--- src/rtl/systolic_feed_ctrl_pkg.sv ---
// Shared types for the systolic feed controller: one-hot state bit
// positions and the state enum built from them.
package feed_ctrl_pkg;

    localparam int IDLE_B = 0;
    localparam int RUN_B  = 1;
    localparam int DONE_B = 2;

    typedef enum logic [2:0] {
        IDLE = 3'(1 << IDLE_B),
        RUN  = 3'(1 << RUN_B),
        DONE = 3'(1 << DONE_B)
    } feed_ctrl_state_t;

endpackage

--- src/rtl/systolic_feed_ctrl_if.sv ---
// Lane-side bundle of the feed controller: FIFO consumer ports on one
// side, array west-edge feed on the other. The controller is the master.
interface systolic_feed_ctrl_if #(
    parameter int LANES = 4,
    parameter int WIDTH = 16
);
    logic [LANES-1:0]       lane_empty;
    logic [LANES*WIDTH-1:0] lane_data;
    logic [LANES-1:0]       lane_r_en;
    logic [LANES*WIDTH-1:0] feed_data;
    logic [LANES-1:0]       feed_valid;

    modport master (
        input  lane_empty, lane_data,
        output lane_r_en, feed_data, feed_valid
    );

    modport slave (
        output lane_empty, lane_data,
        input  lane_r_en, feed_data, feed_valid
    );
endinterface

--- src/rtl/feed_lane_window.sv ---
// Diagonal-skew window for one lane: active while LANE <= t < LANE + k_q.
// Compared in CNT_W+2 bits so LANE + k_q can never wrap.
module feed_lane_window #(
    parameter int LANE  = 0,
    parameter int CNT_W = 8
) (
    input  logic [CNT_W:0]   t,
    input  logic [CNT_W-1:0] k_q,
    output logic             active
);
    localparam logic [CNT_W+1:0] LO = (CNT_W+2)'(LANE);

    logic [CNT_W+1:0] t_ext;
    logic [CNT_W+1:0] hi;

    assign t_ext  = {1'b0, t};
    assign hi     = LO + {2'b00, k_q};
    assign active = (t_ext >= LO) && (t_ext < hi);
endmodule

--- src/rtl/systolic_feed_ctrl.sv ---
// Systolic feed sequencer: drains k_len words per lane from show-ahead
// FIFOs in a diagonal wavefront, zero-padding idle lanes and stalling the
// whole front when any active lane is empty.
// Optional feature: define FEED_CTRL_ABORT_EN to add an 'abort' input.
module systolic_feed_ctrl
    import feed_ctrl_pkg::*;
#(
    parameter int LANES = 4,
    parameter int WIDTH = 16,
    parameter int CNT_W = 8
) (
    input  logic                 clk,
    input  logic                 rstn,
`ifdef FEED_CTRL_ABORT_EN
    input  logic                 abort,
`endif
    input  logic                 start,
    input  logic [CNT_W-1:0]     k_len,
    systolic_feed_ctrl_if.master bus,
    output logic                 busy,
    output logic                 done
);

    feed_ctrl_state_t       state_q, state_d;
    logic [CNT_W-1:0]       k_q, k_d;
    logic [CNT_W:0]         t_q, t_d;
    logic [LANES*WIDTH-1:0] feed_data_q, feed_data_d;
    logic [LANES-1:0]       feed_valid_q, feed_valid_d;

    logic [LANES-1:0] active;
    logic [LANES-1:0] r_en;
    logic             stall;
    logic             abort_w;
    logic [CNT_W:0]   last_t;

`ifdef FEED_CTRL_ABORT_EN
    assign abort_w = abort;
`else
    assign abort_w = 1'b0;
`endif

    for (genvar g = 0; g < LANES; g++) begin : g_win
        feed_lane_window #(
            .LANE  (g),
            .CNT_W (CNT_W)
        ) u_win (
            .t      (t_q),
            .k_q    (k_q),
            .active (active[g])
        );
    end

    assign last_t = (CNT_W+1)'(k_q) + (CNT_W+1)'(LANES - 2);
    assign stall  = |(active & bus.lane_empty);
    assign r_en   = (state_q[RUN_B] && !stall && !abort_w) ? active : '0;

    // Next-state, beat counter and feed register computation.
    always_comb begin
        // NOTE: every target gets a default first so no path leaves it unassigned (no latch).
        state_d      = state_q;
        k_d          = k_q;
        t_d          = t_q;
        feed_valid_d = r_en;
        feed_data_d  = '0;
        for (int i = 0; i < LANES; i++) begin
            feed_data_d[i*WIDTH +: WIDTH] = r_en[i] ? bus.lane_data[i*WIDTH +: WIDTH] : '0;
        end
        case (state_q)
            IDLE: begin
                if (start && !abort_w) begin
                    k_d     = k_len;
                    t_d     = '0;
                    state_d = (k_len == '0) ? DONE : RUN;
                end
            end
            RUN: begin
                if (abort_w) begin
                    state_d = IDLE;
                end else if (!stall) begin
                    t_d = t_q + 1'b1;
                    if (t_q == last_t) state_d = DONE;
                end
            end
            DONE:    state_d = IDLE;
            default: state_d = IDLE;
        endcase
    end

    // All controller state, reset asynchronously to an idle, silent front.
    always_ff @(posedge clk or negedge rstn) begin
        // NOTE: non-blocking assignments so every flop samples pre-edge values.
        if (!rstn) begin
            state_q      <= IDLE;
            k_q          <= '0;
            t_q          <= '0;
            feed_data_q  <= '0;
            feed_valid_q <= '0;
        end else begin
            state_q      <= state_d;
            k_q          <= k_d;
            t_q          <= t_d;
            feed_data_q  <= feed_data_d;
            feed_valid_q <= feed_valid_d;
        end
    end

    assign bus.lane_r_en  = r_en;
    assign bus.feed_data  = feed_data_q;
    assign bus.feed_valid = feed_valid_q;
    assign busy           = !state_q[IDLE_B];
    assign done           = state_q[DONE_B] && !abort_w;

endmodule

--- src/flat_wrapper.sv ---
// flat-port wrapper written by rule: the top's interface ports become plain ports
module systolic_feed_ctrl_flat import feed_ctrl_pkg::*;
#(
    parameter int LANES = 4,
    parameter int WIDTH = 16,
    parameter int CNT_W = 8
)
  (clk, rstn, start, k_len, busy, done, bus_lane_empty, bus_lane_data, bus_lane_r_en, bus_feed_data, bus_feed_valid);
  systolic_feed_ctrl_if #(.LANES(LANES), .WIDTH(WIDTH)) bus_i ();
  input  logic clk;
  input  logic rstn;
  input  logic start;
  input  logic [CNT_W-1:0] k_len;
  output logic busy;
  output logic done;
  input wire logic [$bits(bus_i.lane_empty)-1:0] bus_lane_empty;
  input wire logic [$bits(bus_i.lane_data)-1:0] bus_lane_data;
  output wire logic [$bits(bus_i.lane_r_en)-1:0] bus_lane_r_en;
  output wire logic [$bits(bus_i.feed_data)-1:0] bus_feed_data;
  output wire logic [$bits(bus_i.feed_valid)-1:0] bus_feed_valid;
  assign bus_i.lane_empty = bus_lane_empty;
  assign bus_i.lane_data = bus_lane_data;
  assign bus_lane_r_en = bus_i.lane_r_en;
  assign bus_feed_data = bus_i.feed_data;
  assign bus_feed_valid = bus_i.feed_valid;
  systolic_feed_ctrl #(.LANES(LANES), .WIDTH(WIDTH), .CNT_W(CNT_W)) u_core (.clk(clk), .rstn(rstn), .start(start), .k_len(k_len), .bus(bus_i), .busy(busy), .done(done));
endmodule
--- config.mk ---
export PLATFORM = sky130hd
export DESIGN_NAME = systolic_feed_ctrl_flat
export DESIGN_NICKNAME = d
export VERILOG_FILES = /design/src/rtl/systolic_feed_ctrl_pkg.sv /design/src/rtl/systolic_feed_ctrl_if.sv /design/src/rtl/feed_lane_window.sv /design/src/rtl/systolic_feed_ctrl.sv /design/src/flat_wrapper.sv
export SDC_FILE = /design/constraint.sdc
export NUM_CORES = 1
export LEC_CHECK = 0
export ABC_AREA = 1
export ABC_CLOCK_PERIOD_IN_PS = 6150
export BUFFER_PORTS_ARGS = -buffer_cell sky130_fd_sc_hd__buf_2
export CAP_MARGIN = 20
export CORE_ASPECT_RATIO = 0.6
export CORE_MARGIN = 4
export CORE_UTILIZATION = 50
export CTS_BUF_LIST = sky130_fd_sc_hd__clkbuf_2 sky130_fd_sc_hd__clkbuf_4 sky130_fd_sc_hd__clkbuf_8
export DETAILED_ROUTE_END_ITERATION = 12
export PLACE_DENSITY_LB_ADDON = 0.08
export SETUP_SLACK_MARGIN = 0.1
export SYNTH_ARGS = -nofsm -noshare
export SYNTH_HDL_FRONTEND = slang
export SYNTH_SLANG_ARGS = --single-unit
export TNS_END_PERCENT = 1
--- constraint.sdc ---
create_clock -name clk -period 6.15 [get_ports clk]
set_input_delay 0.9225 -clock clk [delete_from_list [all_inputs] [get_ports clk]]
set_output_delay 0.9225 -clock clk [all_outputs]
set_load 0.01 [all_outputs]
**Yosys cells after proc, flatten, opt, wreduce, memory -nomap -nowiden**

Cells that the tools add are included.

- Output and inout bits: 74
- Word-level logic and storage cells: 51
- Bits in registers: 88
- Bits of input ports: 79

- Reduce and logical (&&, ||, !) cells: 13
- Magnitude comparators: 8
- Eq/ne operators: 6
- Multiplexer cells: 13
- Bitwise operators: 1
- $add $sub $neg: 5

Operator list:

| cell | count |
|---|---|
| $mux W16 | 4 |
| $lt A9 B10 Y1 | 3 |
| $add A2 B8 Y9 const A | 2 |
| $ge A9 B1 Y1 const B | 2 |
| $ge A9 B2 Y1 const B | 2 |
| $mux W9 | 2 |
| $pmux W9 S2 | 1 |
| $mux W3 | 4 |
| $add A1 B8 Y9 const A | 1 |
| $add A8 B2 Y9 const B | 1 |
| $add A9 B1 Y9 const B | 1 |
| $eq A9 B9 Y1 | 1 |
| $lt A9 B8 Y1 | 1 |
| $logic_not A8 Y1 | 1 |
| $pmux W3 S2 | 1 |
| $reduce_and A3 Y1 | 2 |
| $logic_and A1 B1 Y1 | 5 |
| $and A4 B4 Y4 | 1 |
| $mux W4 | 1 |
| $ne A2 B2 Y1 const B | 2 |
| $reduce_or A4 Y1 | 1 |
| $eq A3 B1 Y1 const B | 1 |
| $eq A3 B2 Y1 const B | 1 |
| $logic_not A1 Y1 | 2 |
| other kinds (3) | 3 |

**Logic depth before layout (Yosys ltp)**

Gate-level depths: netlist of run 1.

- Depth in word-level cells: 9
- Gate-level depth with buffers: 20
- Mapped depth without buffers: 19

**By module**

A second synthesis of run 1 with hierarchy kept.

- Cells, all modules: 611
- Area, all modules: 4913.5 um^2

Modules (own cells, without submodules):

| module | instances | cells an instance | area each (um^2) |
|---|---|---|---|
| systolic_feed_ctrl | 1 | 393 | 3609.7 |
| feed_lane_window (u_core.g_win[3].u_win) | 1 | 68 | 395.4 |
| feed_lane_window (u_core.g_win[1].u_win) | 1 | 61 | 370.4 |
| feed_lane_window (u_core.g_win[2].u_win) | 1 | 54 | 330.3 |
| feed_lane_window (u_core.g_win[0].u_win) | 1 | 35 | 207.7 |

**Least setup slack after synthesis of run 1**

No wires, ideal clock.

- Kind: reg2out
- Start: reg u_core.k_q[0]
- End: out bus_lane_r_en[2]
- Setup slack: 2.664 ns
- Buffers on the path: 1
- Stages on the path, launching flop included: 20
- Arrival: 2.563 ns
- Path through: dfrtp_1 > inv_1 > ha_1 > nor2_1 > nand3_1 > xor2_1 > ha_1 > nand2_1 > nor2_1 > nand2_1 > nor2_1 > nor2_1 > nand4_1 > nand2_4 > nor2_8 > nand2_4 > inv_4 > nand2_4 > buf_8 > inv_1

- Word-level cells in the longest chain between the ends: 8

Ends and longest elaborated chain:

| element | line | source |
|---|---|---|
| from (decl) | systolic_feed_ctrl.sv:25 | `logic [CNT_W-1:0] k_q, k_d;` |
| from (signal assigned) | systolic_feed_ctrl.sv:100 | `k_q <= k_d;` |
| $add A1 B8 Y9 / $add A2 B8 Y9 (equally long branches) | feed_lane_window.sv:17 | `assign hi = LO + {2'b00, k_q};` |
| $lt A9 B10 Y1 | feed_lane_window.sv:18 | `assign active = (t_ext >= LO) && (t_ext < hi);` |
| $logic_and A1 B1 Y1 | feed_lane_window.sv:18 |  |
| $and A4 B4 Y4 | systolic_feed_ctrl.sv:54 | `assign stall = \|(active & bus.lane_empty);` |
| $reduce_or A4 Y1 | systolic_feed_ctrl.sv:54 |  |
| $logic_not A1 Y1 | systolic_feed_ctrl.sv:55 | `assign r_en = (state_q[RUN_B] && !stall && !abort_w) ? active : '0;` |
| $logic_and A1 B1 Y1 | systolic_feed_ctrl.sv:55 |  |
| $mux W4 (*) | systolic_feed_ctrl.sv:55 |  |
| to (decl) | flat_wrapper.sv:18 | `output wire logic [$bits(bus_i.lane_r_en)-1:0] bus_lane_r_en;` |

Every way passes the cells marked *; elsewhere a longest branch is shown, timed or not.

**Worst setup path in the final report of run 1**

Same ends and word-level chain as after synthesis.

==> results of run 1 <==
==> sequential cells by signal, indices dropped and copies added (netlist names) <==
register,flops
u_core.k_q,8
u_core.state_q,3
u_core.bus.feed_data,64
u_core.t_q,9
u_core.bus.feed_valid,4
==> synth_stat cells (3+ instances only) <==
library cell,number
nand2_4,6
nor2_2,20
xor2_1,14
buf_6,3
ha_1,40
nand4_1,9
nor2_1,73
nand3_1,19
inv_1,120
nand2_1,98
dfrtp_1,87
nor2_4,10
nand2_2,3
clkbuf_1,5
o21ai_0,15
a21oi_1,12
==> power by group through the flow <==
stage / registers, mW / logic, mW / clock network (mW)
2_1_floorplan: 0.734 / 0.514 / 0
3_3_place_gp: 0.753 / 0.733 / 0
3_5_place_dp: 0.756 / 0.749 / 0
4_1_cts: 0.745 / 0.752 / 0.388
5_1_grt: 0.760 / 0.859 / 0.414
6_report: 0.747 / 0.755 / 0.373
==> cell families after synthesis <==
family | count (synthesis) | synth area share
buffers and inverters | 133 | 0.1122
DFF | 88 | 0.4606
xor gates and xnor gates | 16 | 0.02930
AOI/OAI and AO/OA | 31 | 0.03872
and+or+nand+nor | 246 | 0.2545
adders and majority gates | 40 | 0.1046
==> critical path, stage by stage, from the launching register on <==
cell     delay [ns]
dfrtp_1        0.45
inv_1          0.17
ha_1           0.26
nor2_1         0.29
nand3_1        0.15
xor2_1         0.18
ha_1           0.29
nand2_1        0.05
nor2_1         0.11
nand2_1        0.06
nor2_1         0.08
nor2_1         0.06
nand4_1        0.12
nand2_4        0.10
nor2_8         0.13
nand2_4        0.06
inv_4          0.09
nand2_4        0.20
inv_1          0.13
buf_2          0.14
==> through the flow <==
step                      total power, mW  setup slack [ns]    util  instances
after floorplan                     1.247             2.664       -        554
after global placement              1.485             2.212  0.6098        827
after detailed placement            1.504             2.153  0.6098        827
after CTS                           1.885             1.734  0.6296        843
after global routing                2.033             1.431  0.6296        843
final                               1.874             1.733  0.6296        843
==> layer usage <==
metal	vias to the layer above	wire length, um	GRT usage
li1	1968	-	-
met1	1833	5354	0.3025
met2	154	5309	0.3382
met3	11	1357	0.09880
met4	0	100	0.03142
met5	-	0	0
==> path summary, 6_finish.rpt <==
| check | endpoint | slack, ns | from |
|---|---|---|---|
| worst min register to register | u_core.t_q[0] | 0.61 | u_core.t_q[0] |
| worst min-delay path | u_core.bus.feed_data[17] | 0.43 | rstn |
| min in group clk | u_core.t_q[0] | 0.61 | u_core.t_q[0] |
| worst max register to register | u_core.t_q[3] | 2.98 | u_core.k_q[0] |
| max in group asynchronous | u_core.k_q[5] | 4.59 | rstn |
| worst max-delay path | bus_lane_r_en[2] | 1.73 | u_core.k_q[0] |
==> area by class of cell <==
| type | count | area, sq um | share of cell area |
|---|---|---|---|
| Clock inverter | 6 | 52.55 | 0.009017 |
| Clock buffer | 10 | 131.4 | 0.02254 |
| Tap cell | 130 | 162.7 | 0.02791 |
| Multi-Input combinational cell | 333 | 2043 | 0.3506 |
| Inverter | 123 | 464.2 | 0.07965 |
| Timing Repair Buffer | 153 | 770.7 | 0.1322 |
| Sequential cell | 88 | 2203 | 0.3781 |
==> reports/results.tsv, run 1 <==
stage	metric	value	unit
die	die_y	83.77	um
setup_path	critPathMaxFanout	17	
place	gp_congestion	1.005	
sta	grt_setup_unrepaired	no	
final_layout	mostFrequentLayoutCells	buf_2 (151), inv_1 (120), nand2_1 (98)	
setup_path	arrival	3.49	ns
power	sw_frac_of_total	0.4283	
clock_tree	htreeDepth	3	
synthesis	avgSynthCellArea	8.634	sq um
final_layout	postLayoutCellArea	5828	sq um
sta	min_period	4.417	ns
global_route	grt_max_degree	69	
sta	fin_hold_ws	0.4266	ns
clock_tree	clk_pin_slew	0.09	ns
die	io_pins	153	
synthesis	ys_seq_area_frac	0.4606	
global_route	antenna_found_initial	0	
route	vias	3966	
die	dieWidth	134.3	um
synthesis	synth_top_cell_by_area	dfrtp_1	
route	avgRoutedWirePerCell	14.38	um
final_layout	num_antenna_cells	0	
synthesis	yosys_warnings	0	
route	dr.pass1.iters	5	
die	die-area	11250	sq um
global_route	track_usage	0.2225	
synthesis	syn_nets	673	
route	drcViolationCount	0	
power	p_seq_frac	0.398	
sta	tns	0	ns
hold_path	hold_path.class	in2async	
place	place_area	5644	sq um
run	cap_violations	0	
route	ant_nets	0	
clock_tree	clock_sinks	88	
synthesis	synth-main-ff-cell	dfrtp_1	
synthesis	synth_seq_cells	88	
global_route	grt_overflow	0	
power	power.switching	0.8027	mW
final_layout	finalNetCount	827	
sta	drv_slew	0	
clock_tree	hold_buffers	0	
die	core	9256	sq um
clock_tree	cts_root_buf	clkbuf_8	
synthesis	synth.area.top_cells	dfrtp_1 (46%), ha_1 (10%), inv_1 (9.4%), nand2_1 (7.7%), nor2_1 (5.7%)	
synthesis	synth.distinct_cells	33	
sta	post-route-period-util	0.7182	
setup_path	worst_ep_required_time	5.23	ns
clock_tree	post_cts_buffers	0	
clock_tree	clock_path_buffers	2	
sta	slew_headroom	0.4309	
synthesis	synth_top_cell_area_share	0.4551	
sta	hold_violations	0	
final_layout	final_common_cell	buf_2	
clock_tree	insertion_delay	0.36	ns
final_layout	drive_gt1_frac	0.3086	
power	power_leakage	3.653	nW
global_route	grt_pass1_vias	3883	
power	p_int	1.072	mW
sta	finalSetupViolCount	0	
setup_path	path_class	reg2out	
synthesis	postSynthCellCount	554	
power	power_density	321.6	nW/um^2
route	via_per_inst	4.705	
synthesis	netlist_area	4783	sq um
synthesis	synth_enable_flop_cells	0	
setup_path	r2r_cells	17	
outcome	status	finished, final reports clean	
clock_tree	cts_tree	built	
route	detailedRoute.firstIterationViolations	248	
power	clkPwrFrac	0.199	
final_layout	synthToLayoutAreaGrowth	21.84	%
sta	skew	0.01173	ns
route	finalWirelength	12120	um
die	initial_core_util	0.5168	
sta	tightest_slew	0.8537	ns
clock_tree	cts_made_buffers	9	
power	vdd_drop_max	0.2497	mV
place	port_buffers	152	
synthesis	synth_async_sr_flop_share	1.000	
die	rows	27	
setup_path	worst_setup_path_end_kind	output port	
sta	timing.fmax	0.2264	GHz
place	place_hpwl	9725	um
power	combPwrFrac	0.403	
final_layout	num-fill-cells	854	
clock_tree	cts_resized	0	
setup_path	startpoint_type	flop	
global_route	grt_pass1_wl	19610	um
Power figures use the tool's default switching activity.
==> inputs of run 2 (changes only) <==
--- a/config.mk
+++ b/config.mk
@@ -6,12 +6,12 @@
 export NUM_CORES = 1
 export LEC_CHECK = 0
 export ABC_AREA = 1
-export ABC_CLOCK_PERIOD_IN_PS = 6150
+export ABC_CLOCK_PERIOD_IN_PS = 3900
 export BUFFER_PORTS_ARGS = -buffer_cell sky130_fd_sc_hd__buf_2
 export CAP_MARGIN = 20
 export CORE_ASPECT_RATIO = 0.6
 export CORE_MARGIN = 4
-export CORE_UTILIZATION = 50
+export CORE_UTILIZATION = 48
 export CTS_BUF_LIST = sky130_fd_sc_hd__clkbuf_2 sky130_fd_sc_hd__clkbuf_4 sky130_fd_sc_hd__clkbuf_8
 export DETAILED_ROUTE_END_ITERATION = 12
 export PLACE_DENSITY_LB_ADDON = 0.08
==> constraint.sdc (replaced) <==
create_clock -name clk -period 3.9 [get_ports clk]
set_input_delay 0.585 -clock clk [delete_from_list [all_inputs] [get_ports clk]]
set_output_delay 0.585 -clock clk [all_outputs]
set_load 0.01 [all_outputs]
==> reports/results.tsv, run 2 (synthesis results as in run 1) <==
stage	metric	value	unit	change
die	die_y	85.33	um	was 83.77 um
sta	post-route-period-util	0.9234		
power	clkPwrFrac	0.197		was 0.199
route	drcViolationCount	0		unchanged
sta	fin_hold_ws	0.3085	ns	was 0.4266 ns
final_layout	largest_reg_flops	64		unchanged
die	die-area	11680	sq um	was 11250 sq um
power	p_seq_frac	0.372		was 0.398
power	sw_frac_of_total	0.4124		was 0.4283
sta	min_period	3.601	ns	
power	power_leakage	3.758	nW	was 3.653 nW
route	detailedRoute.firstIterationViolations	212		was 248
place	port_buffers	152		unchanged
final_layout	finalNetCount	850		was 827
clock_tree	clock_sinks	88		unchanged
route	dr.pass1.iters	5		unchanged
sta	slew_headroom	0.4773		was 0.4309
power	power_density	524.1	nW/um^2	was 321.6 nW/um^2
final_layout	synthToLayoutAreaGrowth	26.42	%	was 21.84%
place	gp_congestion	0.9437		was 1.005
sta	finalSetupViolCount	0		unchanged
route	ant_nets	0		unchanged
setup_path	critPathMaxFanout	6		was 17
die	core	9425	sq um	was 9256 sq um
clock_tree	hold_buffers	0		unchanged
power	report.power.total	3.169	mW	was 1.874 mW
global_route	grt_overflow	0		unchanged
clock_tree	clk_pin_slew	0.08	ns	was 0.09 ns
setup_path	rrSetupSlack	0.93	ns	was 2.98 ns
clock_tree	cts_made_buffers	9		unchanged
setup_path	worst_ep_required_time	3.31	ns	was 5.23 ns
final_layout	drive_gt1_frac	0.3483		was 0.3086
sta	skew	0.007948	ns	was 0.01173 ns
sta	tightest_slew	0.7840	ns	was 0.8537 ns
place	place_hpwl	9807	um	was 9725 um
die	io_pins	153		unchanged
power	power.switching	1.307	mW	was 0.8027 mW
final_layout	num-fill-cells	829		was 854
route	vias	4020		was 3966
sta	hold_violations	0		unchanged
global_route	grt_pass1_wl	18950	um	was 19610 um
power	p_int	1.862	mW	was 1.072 mW
route	via_per_inst	4.647		was 4.705
sta	drv_slew	0		unchanged
setup_path	reg2reg_from	u_core.k_q[1]		was u_core.k_q[0]
setup_path	startpoint_type	flop		unchanged
setup_path	crit_path_start	u_core.k_q[1]		was u_core.k_q[0]
clock_tree	insertion_delay	0.35	ns	was 0.36 ns
final_layout	mostFrequentLayoutCells	buf_2 (151), inv_1 (117), nand2_1 (97)		was buf_2 (151), inv_1 (120), nand2_1 (98)
die	dieWidth	136.9	um	was 134.3 um
global_route	track_usage	0.2107		was 0.2225
outcome	status	finished, final reports clean		unchanged
place	dpl.cell_count	832		was 827
power	vdd_drop_max	0.3359	mV	was 0.2497 mV
clock_tree	cts_tree	built		unchanged
global_route	grt_max_degree	65		was 69
setup_path	arrival	3.02	ns	was 3.49 ns
sta	grt_setup_unrepaired	no		unchanged
setup_path	path_class	reg2out		unchanged
setup_path	cp-endpoint	bus_lane_r_en[1]		was bus_lane_r_en[2]
sta	tns	0	ns	unchanged
power	combPwrFrac	0.432		was 0.403
global_route	antenna_found_initial	1		was 0
final_layout	finalNonFillerCells	865		was 843
clock_tree	clock_path_buffers	2		unchanged
global_route	grt_pass1_vias	3733		was 3883
die	rows	27		unchanged
die	initial_core_util	0.5075		was 0.5168
run	cap_violations	0		unchanged
setup_path	r2r_cells	20		was 17
hold_path	hold_path.class	in2async		unchanged
setup_path	worst_setup_path_end_kind	output port		unchanged
sta	timing.fmax	0.2777	GHz	
clock_tree	htreeDepth	3		unchanged
route	avgRoutedWirePerCell	14.35	um	was 14.38 um
setup_path	worst_r2r_endpoint	u_core.bus.feed_data[34]		was u_core.t_q[3]
final_layout	num_antenna_cells	0		unchanged
clock_tree	cts_root_buf	clkbuf_8		unchanged
route	finalWirelength	12420	um	was 12120 um
final_layout	final_common_cell	buf_2		unchanged
## run 2: worst max-delay path, cell delays in order (launching register included)
cell,delay [ns]
dfrtp_2,0.46
inv_2,0.10
ha_1,0.15
nand2_1,0.08
nand2_2,0.11
nand4_1,0.11
xor2_1,0.18
ha_1,0.31
nand2_1,0.07
nor2_2,0.09
nand2_1,0.06
nor2_1,0.08
nor2_1,0.06
nand4_1,0.13
nand2_4,0.10
nor2_8,0.14
buf_4,0.13
nand4_4,0.08
inv_1,0.10
buf_2,0.14
## run 2: cell type report
class,count,area (sq um),area share
Clock buffer,9,123.9,0.02048
Clock inverter,6,67.56,0.01117
Inverter,123,466.7,0.07718
Multi-Input combinational cell,333,2074,0.3431
Sequential cell,88,2208,0.3652
Tap cell,130,162.7,0.02690
Timing Repair Buffer,176,943.4,0.1560
## run 2: how the worst min path moves through the flow
| stage | startpoint | end | slack, ns | cells past startpoint |
|---|---|---|---|---|
| after floorplan | rstn | u_core.bus.feed_data[0] | 0.29 | 0 |
| after global placement | u_core.k_q[0] | u_core.k_q[0] | 0.56 | 2 |
| after detailed placement | u_core.t_q[0] | u_core.t_q[0] | 0.57 | 2 |
| after CTS | rstn | u_core.t_q[1] | 0.32 | 1 |
| after global routing | rstn | u_core.t_q[1] | 0.37 | 1 |
| final | rstn | u_core.t_q[1] | 0.31 | 1 |
## run 2: through the flow
stage | util | instance area, sq um | setup slack (ns)
6_report | 0.6416 | 6047 | 0.2988
3_5_place_dp | 0.6028 | 5682 | 0.3891
4_1_cts | 0.6235 | 5877 | 0.1034
2_1_floorplan | - | 4783 | 0.7516
5_1_grt | 0.6416 | 6047 | 0.09757
3_3_place_gp | 0.6028 | 5682 | 0.4075
## run 2: repair_timing
item / CTS / global route
pin swaps: 0 / 6
gates cloned: 0 / 0
buffers inserted: 0 / 18
gates resized for setup: 3 / 14
hold endpoints to repair: 0 / 0
endpoints found under the setup margin: 3 / 4
## run 2: power groups by stage
| stage | clock (mW) | combinational, mW | sequential, mW |
|---|---|---|---|
| after global routing | 0.676 | 1.52 | 1.19 |
| after CTS | 0.641 | 1.20 | 1.17 |
| after floorplan | 0 | 0.810 | 1.16 |
| after global placement | 0 | 1.18 | 1.18 |
| final | 0.623 | 1.37 | 1.18 |
| after detailed placement | 0 | 1.19 | 1.19 |
## run 2: layer usage
metal  global-route usage  wire length (um)
met1               0.2952              5518
met2               0.3070              5329
met3              0.08886              1485
met4              0.04348                76
met5                    0                 7
==> inputs of run 3 (changes only) <==
--- a/config.mk
+++ b/config.mk
@@ -11,7 +11,7 @@
 export CAP_MARGIN = 20
 export CORE_ASPECT_RATIO = 0.6
 export CORE_MARGIN = 4
-export CORE_UTILIZATION = 48
+export CORE_UTILIZATION = 42
 export CTS_BUF_LIST = sky130_fd_sc_hd__clkbuf_2 sky130_fd_sc_hd__clkbuf_4 sky130_fd_sc_hd__clkbuf_8
 export DETAILED_ROUTE_END_ITERATION = 12
 export PLACE_DENSITY_LB_ADDON = 0.08
==> reports/results.tsv, run 3 (synthesis results as in run 1) <==
stage	metric	value	unit	change
global_route	grt_overflow	0		unchanged
die	io_pins	153		unchanged
global_route	grt_pass1_wl	20110	um	was 18950 um
sta	hold_violations	0		unchanged
setup_path	critPathMaxFanout	8		was 6
route	vias	3922		was 4020
clock_tree	clock_path_buffers	2		unchanged
setup_path	worst_ep_required_time	3.31	ns	about the same
sta	fin_hold_ws	0.3123	ns	was 0.3085 ns
clock_tree	cts_tree	built		unchanged
place	gp_congestion	0.9650		was 0.9437
die	die_y	90.67	um	was 85.33 um
final_layout	multi_input_area	2076	sq um	was 2074 sq um
route	ant_nets	0		unchanged
route	finalWirelength	12470	um	was 12420 um
outcome	status	finished, final reports clean		unchanged
global_route	antenna_found_initial	0		was 1
setup_path	path_class	reg2out		unchanged
setup_path	crit_path_top_delay_cell	dfrtp_2		unchanged
global_route	gr-usage-met1	0.2710		was 0.2952
die	die-area	13220	sq um	was 11680 sq um
clock_tree	htreeDepth	3		unchanged
final_layout	finalNetCount	846		was 850
final_layout	largest_reg_flops	64		unchanged
die	rows	29		was 27
global_route	use_met3	0.08275		was 0.08886
final_layout	mostFrequentLayoutCells	buf_2 (151), inv_1 (118), nand2_1 (96)		was buf_2 (151), inv_1 (117), nand2_1 (97)
route	drcViolationCount	0		unchanged
global_route	grt_max_degree	65		unchanged
clock_tree	clock_sinks	88		unchanged
die	core	10850	sq um	was 9425 sq um
setup_path	arrival	2.99	ns	was 3.02 ns
sta	slew_headroom	0.4781		was 0.4773
global_route	grt_pass1_vias	3861		was 3733
hold_path	hold_path.class	in2async		unchanged
setup_path	crit_top_cell	nor2_1		was nand2_1
setup_path	worst_setup_path_end_kind	output port		unchanged
run	cap_violations	0		unchanged
sta	min_period	3.575	ns	was 3.601 ns
setup_path	startpoint_type	flop		unchanged
sta	drv_slew	0		unchanged
final_layout	synthToLayoutAreaGrowth	26.68	%	was 26.42%
final_layout	drive_gt1_frac	0.3393		was 0.3483
setup_path	crit_chain	ha_1 > inv_2 > nor2_1 > xor2_1 > nor2_1 > a21oi_1 > ha_1 > nand2_1 > nor2_1 > nand2_1 > nand3_1 > nand2_2 > nand3_2 > nand2_4 > nor2_8 > nand2_4 > inv_6 > nand2_8 > inv_1 > buf_2		was inv_2 > ha_1 > nand2_1 > nand2_2 > nand4_1 > xor2_1 > ha_1 > nand2_1 > nor2_2 > nand2_1 > nor2_1 > nor2_1 > nand4_1 > nand2_4 > nor2_8 > buf_4 > nand4_4 > inv_1 > buf_2
sta	tns	0	ns	unchanged
place	port_buffers	152		unchanged
final_layout	final_common_cell	buf_2		unchanged
route	via_per_inst	4.508		was 4.647
clock_tree	insertion_delay	0.34	ns	was 0.35 ns
power	vdd_drop_max	0.3179	mV	was 0.3359 mV
global_route	use_met2	0.2756		was 0.3070
clock_tree	cts_made_buffers	9		unchanged
route	detailedRoute.firstIterationViolations	201		was 212
final_layout	num_antenna_cells	0		unchanged
setup_path	rrSetupSlack	1.02	ns	was 0.93 ns
sta	finalSetupViolCount	0		unchanged
clock_tree	cts_root_buf	clkbuf_8		unchanged
global_route	grt.busiest_layer	met2		unchanged
sta	timing.fmax	0.2797	GHz	was 0.2777 GHz
route	dr.pass1.iters	5		unchanged
clock_tree	clk_pin_slew	0.08	ns	about the same
global_route	track_usage	0.1917		was 0.2107
die	dieWidth	145.8	um	was 136.9 um
die	initial_core_util	0.4409		was 0.5075
sta	grt_setup_unrepaired	yes		was no
setup_path	critical-path-max-stage-delay	0.47	ns	was 0.46 ns
sta	skew	0.01137	ns	was 0.007948 ns
final_layout	regArea	2208	sq um	unchanged
route	avgRoutedWirePerCell	14.34	um	was 14.35 um
place	place_hpwl	9928	um	was 9807 um
power	power_leakage	3.742	nW	was 3.758 nW
final_layout	num-fill-cells	1011		was 829
power	power_density	524.7	nW/um^2	was 524.1 nW/um^2
sta	post-route-period-util	0.9167		was 0.9234
sta	tightest_slew	0.7828	ns	was 0.7840 ns
## run 3: timing repair
item | 4_1_cts | 5_1_grt
gates cloned | 0 | 0
buffers inserted | 1 | 15
endpoints found under the setup margin | 3 | 4
pin swaps | 0 | 2
hold buffers | 0 | 0
resized for setup | 3 | 12
## run 3: cell type report
| cell class | instances | area share |
|---|---|---|
| multi-input combinational | 333 | 0.3426 |
| timing repair buffer | 172 | 0.1507 |
| clock inverter | 5 | 0.01342 |
| clock buffer | 10 | 0.02271 |
| tap | 139 | 0.02870 |
| sequential | 88 | 0.3644 |
| inverter | 123 | 0.07743 |
## run 3: path summary, 6_finish.rpt
| check | start | end | cells past startpoint |
|---|---|---|---|
| setup / recovery | u_core.k_q[1] | bus_lane_r_en[3] | 20 |
| hold / removal | rstn | u_core.bus.feed_data[18] | 1 |
| max in group asynchronous | rstn | u_core.k_q[5] | 2 |
| setup reg to reg | u_core.k_q[1] | u_core.bus.feed_data[47] | 18 |
| min in group clk | bus_lane_data[37] | u_core.bus.feed_data[37] | 3 |
| hold reg to reg | u_core.k_q[1] | u_core.k_q[1] | 2 |
## run 3: per-layer routing
metal,vias up,part of all wire,routed length [um]
li1,2008,-,-
met1,1754,0.47,5905
met2,152,0.42,5213
met3,8,0.10,1262
met4,0,0.0075,93
met5,-,0,0
## run 3: per-stage QoR
step	instance area (sq um)	power, mW	cells	util	worst slack [ns]
2_1_floorplan	4783	1.967	554	-	0.7516
3_3_place_gp	5678	2.369	839	0.5234	0.3925
3_5_place_dp	5678	2.387	839	0.5234	0.3336
4_1_cts	5913	3.096	855	0.5450	0.1104
5_1_grt	6060	3.430	870	0.5585	0.08116
6_report	6060	3.180	870	0.5585	0.3247
## run 3: power breakdown
group / internal, mW / switching (mW)
Combinational: 0.493 / 0.834
Sequential: 1.04 / 0.134
Clock: 0.375 / 0.306
Total: 1.90 / 1.27
## run 3: critical path, delay by kind of cell, from the launching register on
kind / cells / cell delay, ns
AOI/OAI and AO/OA: 1 / 0.06
and+or+nand+nor: 12 / 1.03
DFF: 1 / 0.47
xor gates and xnor gates: 1 / 0.15
buffers and inverters: 4 / 0.38
adders and majority gates: 2 / 0.54
